<file path="config.mk">
export PLATFORM = sky130hd
export DESIGN_NAME = crc_stream_engine
export DESIGN_NICKNAME = d
export VERILOG_FILES = /design/src/rtl/crc_pkg.sv /design/src/rtl/crc_step.sv /design/src/rtl/crc_stream_engine.sv
export SDC_FILE = /design/constraint.sdc
export NUM_CORES = 1
export LEC_CHECK = 0
export CAP_MARGIN = 20
export CELL_PAD_IN_SITES_DETAIL_PLACEMENT = 0
export CELL_PAD_IN_SITES_GLOBAL_PLACEMENT = 1
export CORE_MARGIN = 4
export CORE_UTILIZATION = 40
export CTS_CLUSTER_SIZE = 12
export DETAILED_ROUTE_END_ITERATION = 8
export PLACE_DENSITY = 0.83
export SLEW_MARGIN = 15
export SYNTH_ARGS = -nofsm -noshare
export SYNTH_HDL_FRONTEND = slang
export SYNTH_SLANG_ARGS = --single-unit
</file>
<file path="constraint.sdc">
create_clock -name clk -period 2 [get_ports clk]
set_input_delay 0.3 -clock clk [delete_from_list [all_inputs] [get_ports clk]]
set_output_delay 0.3 -clock clk [all_outputs]
set_load 0.01 [all_outputs]
</file>
<file path="src/rtl/crc_pkg.sv">
// Package shared by the CRC streaming blocks.
// Contents:
//   CRC12_POLY        x^12+x^11+x^3+x^2+x+1 without the x^12 term
//   CRC16_CCITT_POLY  x^16+x^12+x^5+1 without the x^16 term
//   state_t           frame FSM states
package crc_pkg;

  localparam logic [11:0] CRC12_POLY       = 12'h80F;
  localparam logic [15:0] CRC16_CCITT_POLY = 16'h1021;

  typedef enum logic [1:0] {
    IDLE   = 2'd0,
    ACCUM  = 2'd1,
    RESULT = 2'd2
  } state_t;

endpackage

</file>
<file path="src/rtl/crc_step.sv">
// Combinational CRC step: folds DATA_W data bits into a CRC_W register,
// MSB of d_i first. Per bit: fb = r[msb] ^ d; r = r << 1; if fb, r ^= POLY.
// Ports:
//   r_i  register value before the beat
//   d_i  beat payload, bit DATA_W-1 processed first
//   r_o  register value after all DATA_W bits
module crc_step #(
  parameter int               CRC_W  = 12,
  parameter int               DATA_W = 4,
  parameter logic [CRC_W-1:0] POLY   = 12'h80F
) (
  input  logic [CRC_W-1:0]  r_i,
  input  logic [DATA_W-1:0] d_i,
  output logic [CRC_W-1:0]  r_o
);

  logic [CRC_W-1:0] acc;

  always_comb begin
    acc = r_i;
    for (int i = DATA_W - 1; i >= 0; i--) begin
      if (acc[CRC_W-1] ^ d_i[i]) begin
        acc = {acc[CRC_W-2:0], 1'b0} ^ POLY;
      end else begin
        acc = {acc[CRC_W-2:0], 1'b0};
      end
    end
    r_o = acc;
  end

endmodule

</file>
<file path="src/rtl/crc_stream_engine.sv">
// Frame-based streaming CRC generator/checker, one DATA_W beat per clock.
// Handshake: a beat transfers on a rising edge where in_valid_i & in_ready_o;
// a result transfers on a rising edge where out_valid_o & out_ready_i. Valid
// sides hold their payload stable until the transfer happens.
// Ports:
//   clk, rst       clock (rising edge), asynchronous active-high reset
//   in_valid_i     beat present on in_data_i
//   in_ready_o     engine accepts a beat (low only while a result is pending)
//   in_data_i      beat payload, MSB processed first
//   in_sof_i       first beat of a frame
//   in_eof_i       last beat of a frame
//   chk_mode_i     sampled on SOF: 0 = generate, 1 = check
//   crc_out_o      final CRC ^ XOR_OUT (generate) or raw register (check)
//   crc_ok_o       check mode: register == RESIDUE; 0 in generate mode
//   out_valid_o    result valid, held until out_ready_i
//   out_ready_i    consumer takes the result
//   dbg_state_o    current FSM state
module crc_stream_engine
  import crc_pkg::*;
#(
  parameter int               CRC_W   = 12,
  parameter logic [CRC_W-1:0] POLY    = CRC_W'(CRC12_POLY),
  parameter int               DATA_W  = 4,
  parameter logic [CRC_W-1:0] INIT    = '0,
  parameter logic [CRC_W-1:0] XOR_OUT = '0,
  parameter logic [CRC_W-1:0] RESIDUE = '0
) (
  input  logic              clk,
  input  logic              rst,
  input  logic              in_valid_i,
  output logic              in_ready_o,
  input  logic [DATA_W-1:0] in_data_i,
  input  logic              in_sof_i,
  input  logic              in_eof_i,
  input  logic              chk_mode_i,
  output logic [CRC_W-1:0]  crc_out_o,
  output logic              crc_ok_o,
  output logic              out_valid_o,
  input  logic              out_ready_i,
  output state_t            dbg_state_o
);

  state_t           state_q;
  logic [CRC_W-1:0] r_q;
  logic             mode_q;
  logic [CRC_W-1:0] crc_out_q;
  logic             crc_ok_q;
  logic             out_valid_q;

  logic             accept;
  logic [CRC_W-1:0] r_seed;
  logic [CRC_W-1:0] r_d;
  logic             frame_mode;
  logic [CRC_W-1:0] res_crc_d;
  logic             res_ok_d;

  assign in_ready_o  = (state_q != RESULT);
  assign accept      = in_valid_i & in_ready_o;
  assign crc_out_o   = crc_out_q;
  assign crc_ok_o    = crc_ok_q;
  assign out_valid_o = out_valid_q;
  assign dbg_state_o = state_q;

  // An SOF beat always starts from INIT and uses the mode presented with it,
  // which also covers restarting an abandoned frame from ACCUM.
  always_comb begin
    r_seed     = in_sof_i ? INIT : r_q;
    frame_mode = in_sof_i ? chk_mode_i : mode_q;
    res_crc_d  = frame_mode ? r_d : (r_d ^ XOR_OUT);
    res_ok_d   = frame_mode && (r_d == RESIDUE);
  end

  crc_step #(
    .CRC_W  (CRC_W),
    .DATA_W (DATA_W),
    .POLY   (POLY)
  ) u_step (
    .r_i (r_seed),
    .d_i (in_data_i),
    .r_o (r_d)
  );

  always_ff @(posedge clk or posedge rst) begin
    if (rst) begin
      state_q     <= IDLE;
      r_q         <= INIT;
      mode_q      <= 1'b0;
      crc_out_q   <= '0;
      crc_ok_q    <= 1'b0;
      out_valid_q <= 1'b0;
    end else begin
      case (state_q)
        IDLE: begin
          // Non-SOF beats while idle are consumed and dropped.
          if (accept && in_sof_i) begin
            r_q    <= r_d;
            mode_q <= chk_mode_i;
            if (in_eof_i) begin
              crc_out_q   <= res_crc_d;
              crc_ok_q    <= res_ok_d;
              out_valid_q <= 1'b1;
              state_q     <= RESULT;
            end else begin
              state_q <= ACCUM;
            end
          end
        end
        ACCUM: begin
          if (accept) begin
            r_q <= r_d;
            if (in_sof_i) begin
              mode_q <= chk_mode_i;
            end
            if (in_eof_i) begin
              crc_out_q   <= res_crc_d;
              crc_ok_q    <= res_ok_d;
              out_valid_q <= 1'b1;
              state_q     <= RESULT;
            end
          end
        end
        RESULT: begin
          if (out_ready_i) begin
            out_valid_q <= 1'b0;
            state_q     <= IDLE;
          end
        end
        default: begin
          state_q <= IDLE;
        end
      endcase
    end
  end

endmodule

</file>
### Word-level counts from Yosys, hierarchy flattened

Cells that the tools add are included.

| cells by class | value |
|---|---|
| $add $sub $neg | 0 |
| multiply operators | 0 |
| div/mod/pow operators | 0 |
| magnitude comparators | 0 |
| equal/unequal tests | 7 |
| shifts and indexed selects | 0 |
| multiplexer cells | 31 |
| bitwise operators | 9 |
| reduce and logical (&&, ||, !) cells | 9 |

Operator list:

| cell | count |
|---|---|
| $mux 12 | 10 |
| $pmux 12 s2 | 2 |
| $not 5->5 | 4 |
| $logic_not 12->1 | 1 |
| $mux 1 | 10 |
| $mux 2 | 5 |
| $ne 2x2->1 const B | 5 |
| $reduce_and 4->1 | 2 |
| $pmux 2 s3 | 1 |
| $pmux 1 s2 | 2 |
| $xor 1x1->1 | 4 |
| $pmux 1 s3 | 1 |
| $reduce_and 3->1 | 1 |
| $reduce_bool 3->1 | 1 |
| $eq 2x1->1 const B | 1 |
| $eq 2x2->1 const B | 1 |
| $logic_and 1x1->1 | 2 |
| $logic_not 2->1 | 1 |
| $reduce_bool 2->1 | 1 |
| $and 1x1->1 | 1 |

| storage, ports and cells | value |
|---|---|
| register bits | 29 |
| bits in latches | 0 |
| bits in writable memories | 0 |
| bits in read-only memories | 0 |
| input port bits | 11 |
| output and inout bits | 17 |
| logic and storage cells | 62 |
| memories | 0 |

### Logic depth before layout (Yosys ltp)

| logic depth | value |
|---|---|
| depth after elaboration | 14 |
| mapped depth | 9 |
| gate-level depth less buffers | 8 |

### Hierarchy

A second synthesis with hierarchy kept.

| unflattened totals | value |
|---|---|
| cells, all modules | 122 |
| area total of the unflattened synthesis | 1637.8 um^2 |

Modules (own cells, without submodules):

| module | times used | cells an instance | area each (um^2) | seq. area each (um^2) |
|---|---|---|---|---|
| crc_stream_engine | 1 | 105 | 1453.9 | 725.7 |
| crc_step | 1 | 17 | 183.9 | 0.0 |

### Least setup slack after synthesis

No wires, ideal clock.

| path | value |
|---|---|
| path kind | reg-to-reg |
| start point | register state_q[0], in the netlist dbg_state_o[0] |
| end point | register crc_out_q[11], in the netlist crc_out_o[11] |
| library setup time | 125 ps |
| data arrival time | 1750 ps |
| data required time | 1875 ps |
| path slack | 125 ps |
| stages on the path, launching flop included | 8 |
| buffers on the path | 0 |
| period minus slack after synthesis | 1875 ps |
| path through | dfrtp_1 -> inv_1 -> ha_1 -> nor2b_1 -> o21ai_0 -> a32o_1 -> o211a_1 -> mux2_2 |

| on the way | value |
|---|---|
| longest elaborated chain between the ends | 5 |
| elaborated cells between the ends (all ways) | 10 |
| classes of those cells | eq/ne (4); mux (1); bitwise (1); reduce/logical (4) |

RTL lines:

| what | RTL line | source |
|---|---|---|
| start, declared | crc_stream_engine.sv:43 | `state_t state_q;` |
| start signal, assigned | crc_stream_engine.sv:85 | `state_q <= IDLE;` |
| start signal, assigned | crc_stream_engine.sv:102 | `state_q <= RESULT;` |
| start signal, assigned | crc_stream_engine.sv:104 | `state_q <= ACCUM;` |
| $ne 2x2->1 | crc_stream_engine.sv:57 | `assign in_ready_o = (state_q != RESULT);` |
| $and 1x1->1 | crc_stream_engine.sv:58 | `assign accept = in_valid_i & in_ready_o;` |
| $logic_and 1x1->1 | crc_stream_engine.sv:95 | `if (accept && in_sof_i) begin` |
| $ne 2x2->1 (no source line) | - |  |
| $reduce_and 3->1 (no source line) | - |  |
| end signal, assigned | crc_stream_engine.sv:99 | `crc_out_q <= res_crc_d;` |
| end signal, assigned | crc_stream_engine.sv:115 | `crc_out_q <= res_crc_d;` |
| end, declared | crc_stream_engine.sv:46 | `logic [CRC_W-1:0] crc_out_q;` |

Parallel ways exist; a longest one is shown, timed or not.
A chain may end at the register's enable or synchronous reset.

### Worst setup path in the final report

| path | value |
|---|---|
| start point | register state_q[0], in the netlist dbg_state_o[0] |
| end point | register crc_ok_q, in the netlist crc_ok_o |

| on the way | value |
|---|---|
| longest elaborated chain between the ends | 5 |
| elaborated cells between the ends (all ways) | 10 |
| classes of those cells | eq/ne (4); mux (1); bitwise (1); reduce/logical (4) |

RTL lines:

| what | RTL line | source |
|---|---|---|
| $ne 2x2->1 | crc_stream_engine.sv:57 |  |
| $and 1x1->1 | crc_stream_engine.sv:58 |  |
| $logic_and 1x1->1 | crc_stream_engine.sv:95 |  |
| $ne 2x2->1 (no source line) | - |  |
| $reduce_and 3->1 (no source line) | - |  |
| end signal, assigned | crc_stream_engine.sv:100 | `crc_ok_q <= res_ok_d;` |
| end signal, assigned | crc_stream_engine.sv:116 | `crc_ok_q <= res_ok_d;` |
| end, declared | crc_stream_engine.sv:47 | `logic crc_ok_q;` |

Parallel ways exist; a longest one is shown, timed or not.

==> impl_metrics.xml <==
<?xml version="1.0" encoding="UTF-8"?>
<metrics>
  <group name="finish">
    <metric name="area_growth_syn_to_layout" unit="%">29.8</metric>
    <metric name="fill_cells" unit="">378</metric>
    <metric name="final_layout_size_suffix_gt1_share" unit="%">18.4</metric>
    <metric name="commonest_cells_after_routing_fill_and_taps_aside" unit="">dfrtp_1 (29), clkdlybuf4s50_1 (27), nand2_1 (22), buf_4 (18)</metric>
    <metric name="finish.net_count" unit="">237</metric>
    <metric name="final_cell_area" unit="mm²">0.00222</metric>
    <metric name="layout_commonest_cell" unit="">dfrtp_1</metric>
    <metric name="antenna_cells_inserted" unit="">0</metric>
  </group>
  <group name="sta">
    <metric name="clock_skew" unit="ns">0.00359</metric>
    <metric name="slew-limit-headroom" unit="%">71.4</metric>
    <metric name="tns" unit="ns">0</metric>
    <metric name="fin_crit" unit="ns">1.87</metric>
    <metric name="share_of_the_clock_period_used_by_the_worst_path" unit="%">93.4</metric>
    <metric name="worst_hold_slack" unit="ns">0.407</metric>
    <metric name="number_of_slew_limit_violations_in_the_final_report" unit="">0</metric>
    <metric name="hold_violations" unit="">0</metric>
    <metric name="fmax_achieved" unit="GHz">0.535</metric>
    <metric name="rsz0062_at_grt" unit="">false</metric>
    <metric name="tightestPinTransition" unit="ns">0.427</metric>
    <metric name="final-setup-viol-count" unit="">0</metric>
  </group>
  <group name="setup_path">
    <metric name="cp.required" unit="ns">2.18</metric>
    <metric name="timing.critical_path.depth" unit="">9</metric>
    <metric name="critical_path_peak_fanout" unit="">5</metric>
    <metric name="worstPathArrival" unit="ns">2.05</metric>
    <metric name="worst_setup_path_start_kind" unit="">register</metric>
    <metric name="crit_buf_inv" unit="">2</metric>
    <metric name="cp_slowest_stage_delay" unit="ns">0.38</metric>
    <metric name="path_class" unit="">reg2reg</metric>
    <metric name="end_kind" unit="">register</metric>
    <metric name="worst_r2r_path_depth" unit="">9</metric>
    <metric name="cp_top_family" unit="">compound AO/OA/AOI/OAI gates</metric>
    <metric name="crit_path_top_delay_cell" unit="">dfrtp_1</metric>
    <metric name="cp_cell_sequence" unit="">inv_1, ha_2, nand2b_4, o21ai_0, a32o_2, o211ai_1, buf_4, nand2_1, a22oi_1</metric>
  </group>
  <group name="pwr">
    <metric name="leakagePower" unit="nW">0.949</metric>
    <metric name="max-vdd-ir-drop" unit="mV">0.824</metric>
    <metric name="power_per_cell_area" unit="mW/mm²">1480</metric>
  </group>
  <group name="status">
    <metric name="run_status" unit="">completed</metric>
  </group>
  <group name="global_route">
    <metric name="maximum_number_of_pins_on_one_net_before_global_route_repair" unit="">30</metric>
    <metric name="grt_antenna_before_repair" unit="">0</metric>
    <metric name="globalRoute.totalOverflow" unit="">0</metric>
    <metric name="vias_in_the_first_global_route" unit="">1423</metric>
    <metric name="globalRouteTotalUtil" unit="%">15.1</metric>
    <metric name="global_route_wire_length_before_repair" unit="µm">6320</metric>
  </group>
  <group name="logic_synthesis">
    <metric name="fraction_of_the_yosys_area_taken_by_sequential_cells" unit="%">42.4</metric>
    <metric name="synth_cell_types" unit="">39</metric>
    <metric name="syn_inst" unit="">183</metric>
    <metric name="synth_top_cells_by_area" unit="">dfrtp_1 (42%), xnor2_1 (8.2%), nand2_1 (4.8%)</metric>
    <metric name="synth_top_area_share" unit="%">42.4</metric>
    <metric name="syn_avg_cell_area" unit="µm²">9.35</metric>
    <metric name="synth_fp_nets" unit="">197</metric>
    <metric name="yosys_warnings" unit="">0</metric>
    <metric name="synth_area_leader_cell" unit="">dfrtp_1</metric>
    <metric name="post_synth_instance_area" unit="mm²">0.00171</metric>
    <metric name="postSynthRegisterBits" unit="">29</metric>
  </group>
  <group name="drt">
    <metric name="initialDrtViolationCount" unit="">61</metric>
    <metric name="route.final.wire_length" unit="µm">3720</metric>
    <metric name="ant_nets" unit="">0</metric>
    <metric name="drt_pass1_iterations" unit="">4</metric>
    <metric name="detail_route.drc_violations" unit="">0</metric>
    <metric name="route.detailed.wl_per_inst" unit="µm">13.6</metric>
    <metric name="viasPerCell" unit="">5.14</metric>
    <metric name="total_number_of_vias" unit="">1402</metric>
  </group>
  <group name="clock_network">
    <metric name="htreeDepth" unit="">2</metric>
    <metric name="clkTransAtPathRegs" unit="ns">0.06</metric>
    <metric name="clock_sink_total" unit="">29</metric>
    <metric name="ctsHoldBuffers" unit="">0</metric>
    <metric name="cts_tree" unit="">built</metric>
    <metric name="cts_inserted_buffers" unit="">5</metric>
    <metric name="clk_latency" unit="ns">0.27</metric>
    <metric name="cts_root_buf" unit="">clkbuf_8</metric>
    <metric name="max-clock-path-buffers" unit="">2</metric>
  </group>
  <group name="floorplan">
    <metric name="fp.dieH" unit="µm">73.4</metric>
    <metric name="initial_core_util" unit="%">42.2</metric>
    <metric name="core_area" unit="mm²">0.00406</metric>
    <metric name="fp-row-count" unit="">23</metric>
    <metric name="die_w" unit="µm">73.4</metric>
    <metric name="io_pins" unit="">28</metric>
    <metric name="fp.dieArea" unit="mm²">0.00539</metric>
  </group>
  <group name="hold_path">
    <metric name="min_path_type" unit="">in2async</metric>
  </group>
  <group name="place">
    <metric name="routabilityCongestion" unit="">0.820</metric>
    <metric name="postPlaceCellArea" unit="mm²">0.00211</metric>
    <metric name="io_buffer_count" unit="">27</metric>
    <metric name="post_detailed_placement_half_perimeter_wirelength" unit="µm">2880</metric>
  </group>
  <group name="flow_run">
    <metric name="drv.max_cap_violation_count" unit="">0</metric>
  </group>
</metrics>
synth_stat cells:
cell / instances
nor2_1: 14
nor2b_1: 4
nor3_1: 1
a211o_1: 1
xnor2_4: 1
or2_2: 1
buf_6: 1
a22oi_1: 2
dfrtp_1: 29
o21a_1: 1
a32o_1: 2
xnor2_2: 3
nand4b_1: 1
and2_1: 1
buf_1: 1
o22ai_1: 1
xnor2_1: 16
nand2_1: 22
mux2_2: 5
a41oi_1: 1
buf_4: 1
nand3b_1: 11
nor4bb_1: 1
a21oi_1: 10
nor2_4: 1
o211a_1: 1
nor4_1: 2
nor3b_1: 1
nand4_1: 2
mux2i_1: 1
buf_2: 5
ha_1: 3
o21ai_0: 16
xor2_1: 1
nand2b_1: 1
inv_1: 11
clkbuf_1: 5
o211ai_1: 1
a31oi_1: 1
area by class of cell:
class / count / area [µm²] / area share, %
inverters: 11 / 41.3 / 1.86
clock buffers: 7 / 86.3 / 3.89
multi-input cells: 130 / 895 / 40.3
well taps: 50 / 62.6 / 2.82
repair buffers: 46 / 410 / 18.5
flip-flops and latches: 29 / 726 / 32.7
sequential cells by signal (all words and copies together) (netlist names):
register	flops
r_q	12
dbg_state_o	2
out_valid_o	1
crc_out_o	12
crc_ok_o	1
mode_q	1
repair_timing:
| action | in CTS | in global routing |
|---|---|---|
| gates resized for setup | 0 | 6 |
| buffers inserted | 0 | 1 |
| endpoints found under the setup margin | 0 | 14 |
per-layer routing:
metal / up-vias / GRT usage [%] / routed length [µm]
li1: 692 / - / -
met1: 672 / 18.4 / 1610
met2: 33 / 25.7 / 1870
met3: 5 / 3.97 / 211
met4: 0 / 5.23 / 25
met5: - / 0 / 0
path summary, 6_finish.rpt:
| path | start | endpoint | slack, ns |
|---|---|---|---|
| min in group clk | crc_out_o[9]$_DFFE_PP0P_ | crc_out_o[9]$_DFFE_PP0P_ | 0.47 |
| max in group asynchronous | rst | crc_out_o[1]$_DFFE_PP0P_ | 1.33 |
| worst max register to register | dbg_state_o[0]$_DFFE_PP0P_ | crc_ok_o$_DFFE_PP0P_ | 0.13 |
| worst min register to register | crc_out_o[9]$_DFFE_PP0P_ | crc_out_o[9]$_DFFE_PP0P_ | 0.47 |
| worst min-delay path | rst | crc_out_o[9]$_DFFE_PP0P_ | 0.41 |
| worst max-delay path | dbg_state_o[0]$_DFFE_PP0P_ | crc_ok_o$_DFFE_PP0P_ | 0.13 |
where the power goes:
group | internal (W) | switching, W | total, W
sequential | 0.000856 | 0.000247 | 0.00110
combinational | 0.000924 | 0.000799 | 0.00172
clock | 0.000272 | 0.000193 | 0.000465
total | 0.00205 | 0.00124 | 0.00329
worst min-delay path: cells and delay by family:
kind / cells / cell delay (ns)
buffers and inverters: 3 / 0.78
through the flow:
stage / util [%] / power [W] / setup slack [ns] / cells
2_1_floorplan: - / 0.00215 / 0.125 / 183
3_3_place_gp: 51.9 / 0.00276 / -0.00893 / 264
3_5_place_dp: 51.9 / 0.00281 / -0.0641 / 264
4_1_cts: 54.0 / 0.00329 / 0.0670 / 271
5_1_grt: 54.7 / 0.00357 / 0.00714 / 273
6_report: 54.7 / 0.00329 / 0.132 / 273
logic make-up (layout without fill, tap and decap cells):
| logic type | after synthesis | after routing | synth area share (%) |
|---|---|---|---|
| and+or+nand+nor | 63 | 63 | 19.2 |
| AOI/OAI and AO/OA | 37 | 37 | 12.9 |
| DFF | 29 | 29 | 42.4 |
| buffers and inverters | 24 | 64 | 6.29 |
| xor gates and xnor gates | 21 | 21 | 13.2 |
| muxes | 6 | 6 | 3.87 |
| adders and majority gates | 3 | 3 | 2.19 |
(Power assumes the default switching activity.)
